===== src/rtl/clz_norm_arbiter.sv =====
// Round-robin front end sharing one registered leading-zero counter.
// Each response carries the count, a zero flag and the normalised operand.

// Registered leading-zero counter: vout = operand non-zero, pout = zeros
module clz_clk #(
    parameter int WIDTH = 16,
    localparam int PW = $clog2(WIDTH)
) (
    input  logic             clk,
    input  logic             rst,
    input  logic             en,
    input  logic [WIDTH-1:0] din,
    output logic             vout,
    output logic [PW-1:0]    pout
);

    logic          nz;
    logic [PW-1:0] lz;

    // Priority search from the MSB for the first set bit
    always_comb begin
        nz = 1'b0;
        lz = '0;
        for (int i = 0; i < WIDTH; i++) begin
            if (!nz && din[WIDTH-1-i]) begin
                nz = 1'b1;
                lz = PW'(i);
            end
        end
    end

    // Capture the result when enabled; cleared by reset
    always_ff @(posedge clk) begin
        if (rst) begin
            vout <= 1'b0;
            pout <= '0;
        end else if (en) begin
            vout <= nz;
            pout <= lz;
        end
    end

endmodule

module clz_norm_arbiter #(
    parameter int WIDTH = 16,
    parameter int NREQ  = 4,
    localparam int CW = $clog2(WIDTH + 1),
    localparam int IW = $clog2(NREQ),
    localparam int PW = $clog2(WIDTH)
) (
    input  logic                  clk,
    input  logic                  rst,
    input  logic [NREQ-1:0]       req_valid,
    input  logic [NREQ*WIDTH-1:0] req_data,
    output logic [NREQ-1:0]       req_ready,
    output logic                  rsp_valid,
    input  logic                  rsp_ready,
    output logic [IW-1:0]         rsp_id,
    output logic                  rsp_zero,
    output logic [CW-1:0]         rsp_count,
    output logic [WIDTH-1:0]      rsp_norm
);

    typedef enum logic [1:0] {
        IDLE,
        BUSY,
        RESP
    } state_t;

    state_t           state_q;
    state_t           state_d;
    logic [IW-1:0]    last_q;
    logic [IW-1:0]    id_q;
    logic [WIDTH-1:0] op_q;

    logic             grant_any;
    logic [IW-1:0]    grant_idx;
    logic [IW-1:0]    cand;
    logic             accept;

    logic             vout;
    logic [PW-1:0]    pout;

    // Round-robin search starting just after the last granted index
    always_comb begin
        grant_any = 1'b0;
        grant_idx = last_q;
        cand      = '0;
        for (int k = 1; k <= NREQ; k++) begin
            cand = IW'((int'(last_q) + k) % NREQ);
            if (!grant_any && req_valid[cand]) begin
                grant_any = 1'b1;
                grant_idx = cand;
            end
        end
    end

    assign accept = (state_q == IDLE) && grant_any;

    // One-hot grant, only while idle
    always_comb begin
        req_ready = '0;
        if (accept) begin
            req_ready[grant_idx] = 1'b1;
        end
    end

    // Next-state logic: accept, one compute cycle, hold response
    always_comb begin
        state_d = state_q;
        unique case (state_q)
            IDLE:    if (grant_any) state_d = BUSY;
            BUSY:    state_d = RESP;
            RESP:    if (rsp_ready) state_d = IDLE;
            default: state_d = IDLE;
        endcase
    end

    // State, operand, requester id and arbitration pointer registers
    always_ff @(posedge clk) begin
        if (rst) begin
            state_q <= IDLE;
            last_q  <= IW'(NREQ - 1);
            id_q    <= '0;
            op_q    <= '0;
        end else begin
            state_q <= state_d;
            if (accept) begin
                op_q   <= req_data[int'(grant_idx)*WIDTH +: WIDTH];
                id_q   <= grant_idx;
                last_q <= grant_idx;
            end
        end
    end

    clz_clk #(
        .WIDTH (WIDTH)
    ) u_clz (
        .clk  (clk),
        .rst  (rst),
        .en   (state_q == BUSY),
        .din  (op_q),
        .vout (vout),
        .pout (pout)
    );

    assign rsp_valid = (state_q == RESP);
    assign rsp_id    = id_q;
    assign rsp_zero  = ~vout;
    assign rsp_count = vout ? CW'(pout) : CW'(WIDTH);
    assign rsp_norm  = op_q << rsp_count;

endmodule


===== config.mk =====
export PLATFORM = sky130hd
export DESIGN_NAME = clz_norm_arbiter
export DESIGN_NICKNAME = d
export VERILOG_FILES = /design/src/rtl/clz_norm_arbiter.sv
export SDC_FILE = /design/constraint.sdc
export NUM_CORES = 1
export LEC_CHECK = 0
export CAP_MARGIN = 10
export CELL_PAD_IN_SITES_DETAIL_PLACEMENT = 1
export CELL_PAD_IN_SITES_GLOBAL_PLACEMENT = 2
export CORE_AREA = 2 2 78 136
export CTS_CLUSTER_SIZE = 8
export DETAILED_ROUTE_END_ITERATION = 8
export DIE_AREA = 0 0 80 138
export GPL_TIMING_DRIVEN = 0
export PLACE_DENSITY_LB_ADDON = 0.05
export SYNTH_ARGS = -nofsm -noshare
export SYNTH_HDL_FRONTEND = slang
export SYNTH_SLANG_ARGS = --single-unit

===== constraint.sdc =====
create_clock -name clk -period 4.1 [get_ports clk]
set_clock_uncertainty 0.15 [all_clocks]
set_input_delay 0.615 -clock clk [delete_from_list [all_inputs] [get_ports clk]]
set_output_delay 0.615 -clock clk [all_outputs]
set_load 0.05 [all_outputs]

==> results_dict.tcl <==
set metrics [dict create \
    die_h_um 138 \
    synth_flop_cell "dfxtp_1" \
    grt_max_degree 15 \
    final_nets 494 \
    pwr_density_cell_mw_per_mm2 351 \
    cts-root-buf "clkbuf_16" \
    holdPathEnd "rsp_id[1]" \
    post-route-min-period_ns 3.87 \
    worst_r2r_path_depth 5 \
    wl_met3_um 237 \
    met2_wirelength_um 5920 \
    ys_seq_elements 27 \
    finalCoreUtilization_pct 37.3 \
    slowest_delay_ns 0.84 \
    dieArea_mm2 0.0110 \
    drt_iter0_markers 58 \
    startpoint_type "primary input" \
    placed_cells 545 \
    clock_sinks 27 \
    path_max_fanout 10 \
    fin_crit_sh_pct 94.4 \
    synth_area_mm2 0.00253 \
    setup_slack_ns 0.231 \
    area_delta_synth_final_pct 48.4 \
    r2r-end "op_q[14]" \
    synth_warnings 0 \
    syn-instance-count 320 \
    syn_nets 391 \
    start_util_pct 25.2 \
    dp_hpwl_um 8490 \
    critPathSlowestCell "clkdlybuf4s50_1" \
    end_kind "primary output" \
    grt_pass1_vias 3080 \
    cp_cell_sequence "clkdlybuf4s50_1 -> nor2b_1 -> nor3b_2 -> nor2_1 -> buf_2 -> nor3_1 -> clkdlybuf4s50_1" \
    dp_slack_ns 0.0665 \
    irDropWorstVdd_mv 0.168 \
    gp_congestion 0.880 \
    portBuffers 98 \
    stdcell_area_mm2 0.00375 \
    leakage_nw 1.52 \
    htreeDepth 1 \
    wl_met1_um 3690 \
    clk_pin_slew_ns 0.07 \
    setup_viol 0 \
    final-max-slew-violation-count 0 \
    cp_num_buf_inv 3 \
    hold_buffers 0 \
    async_reset_ff_share_pct 0 \
    pin_count 100 \
    diodes 0 \
    tns_ns 0 \
    cpMostUsedCell "clkdlybuf4s50_1" \
    fin_cells 549 \
    critPathKind "primary input to primary output" \
    antenna_found_initial 0 \
    drc_errors 0 \
    maxSlewHeadroom_pct 39.0 \
    cp_top_family "buffers and inverters" \
    via_count 2852 \
    viasPerCell 5.19 \
    cts_tree "done" \
    critPathRequiredTime_ns 3.34 \
    reg2reg_slack_ns 1.86 \
    die_width_um 80 \
    synthDistinctLibCells 49 \
    hold_violations 0 \
    clk_path_buf_depth 2 \
    rows 49 \
    seq_area_frac_synth_pct 21.4 \
    hold_start "rsp_id[1]" \
    wl_per_cell_um 18.6 \
    rsz0062_at_grt "no" \
    cts_buffers 3 \
    syn_area_per_cell_um2 7.91 \
    r2r-start "state_q[1]" \
    highest-signal-layer "met4" \
    post_cts_buffers 0 \
    outcome "finished clean" \
    cp.arrival_ns 3.10 \
    cts_resized 0 \
    drv_cap 0 \
    fmax_mhz 258 \
    track_usage_pct 18.6 \
    synth_edf_count 0 \
    ant_nets 0 \
    grt.overflow.total 0 \
    grt_pass1_wl_um 16100 \
    hold_class "register to register" \
    hold_depth 2 \
    drt_pass1_iterations 4 \
    drive_gt1_share_pct 9.95 \
    clock_latency_ns 0.26 \
    tightestPinTransition_ns 0.907 \
    core_area_mm2 0.0101 \
    wirelength_um 10200 \
    place_area_mm2 0.00367 \
]
==> worst reg2reg max path, delay by kind of cell (launching register included) <==
kind            cells  cell delay, ns
compound gates      2            0.42
flops               1            0.33
simple gates        3            1.27
==> per-layer routing <==
layer / global-route usage, % / vias up
met3: 1.57 / 19
met4: 6.51 / 0
met2: 37.4 / 68
li1: - / 1418
met1: 18.9 / 1347
met5: 0 / -
==> how the worst max path moves through the flow <==
stage | from | end | slack [ns] | depth (start not counted)
after floorplan | u_clz.vout | rsp_norm[9] | 0.84 | 7
after global placement | req_valid[3] | req_ready[2] | 0.08 | 8
after detailed placement | req_valid[3] | req_ready[2] | 0.07 | 8
after CTS | req_valid[3] | req_ready[2] | 0.05 | 8
after global routing | req_valid[3] | req_ready[1] | 0.07 | 7
final | req_valid[3] | req_ready[1] | 0.23 | 7
==> final cells by class <==
cell class              count  area [µm²]
inverters                  15        56.3
fillers                  1248        6300
clock buffers               4        78.8
well taps                 127         159
repair buffers             98         986
multi-input cells         257        1830
plain buffers              21         101
flip-flops and latches     27         541
==> cells in the mapped netlist, types with 8 or more instances <==
cell / n / area (µm²)
o21a_1: 14 / 105
a211oi_1: 24 / 180
nand4_1: 11 / 68.8
nand2_1: 25 / 93.8
mux2i_1: 38 / 380
inv_1: 12 / 45.0
clkbuf_1: 12 / 45.0
o31ai_1: 18 / 135
nor3_1: 10 / 50.1
a21oi_1: 19 / 95.1
nor2_1: 20 / 75.1
o211ai_2: 8 / 100
a21bo_2: 10 / 100
dfxtp_1: 27 / 541
==> per-stage QoR <==
step / power, mW / hold slack (ns)
after global placement: 1.10 / 0.316
after CTS: 1.33 / 0.328
after detailed placement: 1.10 / 0.316
after global routing: 1.41 / 0.353
after floorplan: 0.835 / 0.356
final: 1.32 / 0.335
==> report_power, final <==
group          internal [mW]  switching (mW)
clock network          0.133          0.0940
logic                  0.292           0.417
registers              0.308          0.0724
total                  0.734           0.583
==> cells in the final DEF (no fill, tap or decap), types with 3 or more instances in the layout <==
master / netlist / layout
nor2b_1: 4 / 4
mux2i_1: 38 / 38
clkbuf_1: 12 / 13
o22ai_1: 4 / 4
nand2_1: 25 / 25
nand3b_1: 6 / 6
inv_1: 12 / 12
a21bo_2: 10 / 10
clkdlybuf4s50_1: 0 / 96
o21ai_0: 5 / 5
o31ai_1: 18 / 18
o211ai_2: 8 / 8
dfxtp_1: 27 / 27
a211oi_1: 24 / 24
nand2b_1: 4 / 4
o21a_1: 14 / 14
nor3_1: 10 / 10
a21oi_1: 19 / 19
clkbuf_16: 0 / 3
nor2_1: 20 / 20
nand3_1: 4 / 4
nor4_1: 5 / 5
nand4_1: 11 / 11
buf_2: 6 / 6
==> flip-flops by register name (all words and copies together), names as in the netlist <==
register / cells
state_q: 2
op_q: 16
rsp_id: 2
u_clz.vout: 1
last_q: 2
u_clz.pout: 4
==> cell families after synthesis <==
group / count (synthesis) / share of synthesized area, %
buffers and inverters: 36 / 6.23
AO/OA/AOI/OAI: 114 / 34.2
flip-flops: 27 / 21.4
AND/OR/NAND/NOR: 104 / 22.3
multiplexers: 39 / 15.9
(Power assumes the default switching activity.)
==> RTL change: new RTL, same settings <==
Set the parameter `NREQ` to 8 (it was 4).
--- a/src/rtl/clz_norm_arbiter.sv
+++ b/src/rtl/clz_norm_arbiter.sv
@@ -46,3 +46,3 @@
     parameter int WIDTH = 16,
-    parameter int NREQ  = 4,
+    parameter int NREQ  = 8,
     localparam int CW = $clog2(WIDTH + 1),
Ports: changed (resized req_data, req_ready, req_valid and rsp_id); port bits go from 100 to 173. The function was not compared with the original's and may differ.
==> RTL change against the original RTL <==
- the flow now stops in global placement
- synthesized area increased by 64%
==> RTL change: results (changes against the original RTL) <==
stage;metric;value;unit;change
outcome;status;did not finish;;
synthesis;synthTopCellsByArea;mux2i_1, dfxtp_1, mux4_2;;
synthesis;async_flop_share;0;%;unchanged
place;io_buffers;171;;+74%
synthesis;synth_seq_cells;29;;+7.4%
synthesis;syn_nets;678;;+73%
synthesis;synth-xor-area-share;0.845;%;+0.84 points
synthesis;ys.warnings.count;0;;unchanged
outcome;tool.error;[ERROR FLW-0024] Place density exceeds 1.0 (current PLACE_DENSITY_LB_ADDON =  0.05). Please check if the value of  PLACE_DENSITY_LB_ADDON is between 0 and 0.99.;;
synthesis;netlist_top_cells_count;mux2i_1, nand3_1, nor2_1;;
synthesis;synth_fa_ha_area_share;0.604;%;+0.60 points
synthesis;synth_compound_area_share;26.8;%;-7.5 points
synthesis;synth.avg_cell_area;7.72;sq um;-2.3%
synthesis;yosysSeqAreaShare;14.0;%;-7.4 points
synthesis;yosysUniqueCellTypes;65;;+33%
outcome;haltStage;global placement;;
synthesis;synthMuxAreaShare;28.6;%;+13 points
synthesis;synth_ff_type;dfxtp_1;;
synthesis;synth_area;4150;sq um;+64%
==> RTL change: cell families after synthesis <==
family | count (synthesis)
AOI/OAI and AO/OA | 161
xor gates and xnor gates | 4
adders and majority gates | 2
buffers and inverters | 64
DFF | 29
muxes | 96
and+or+nand+nor | 181
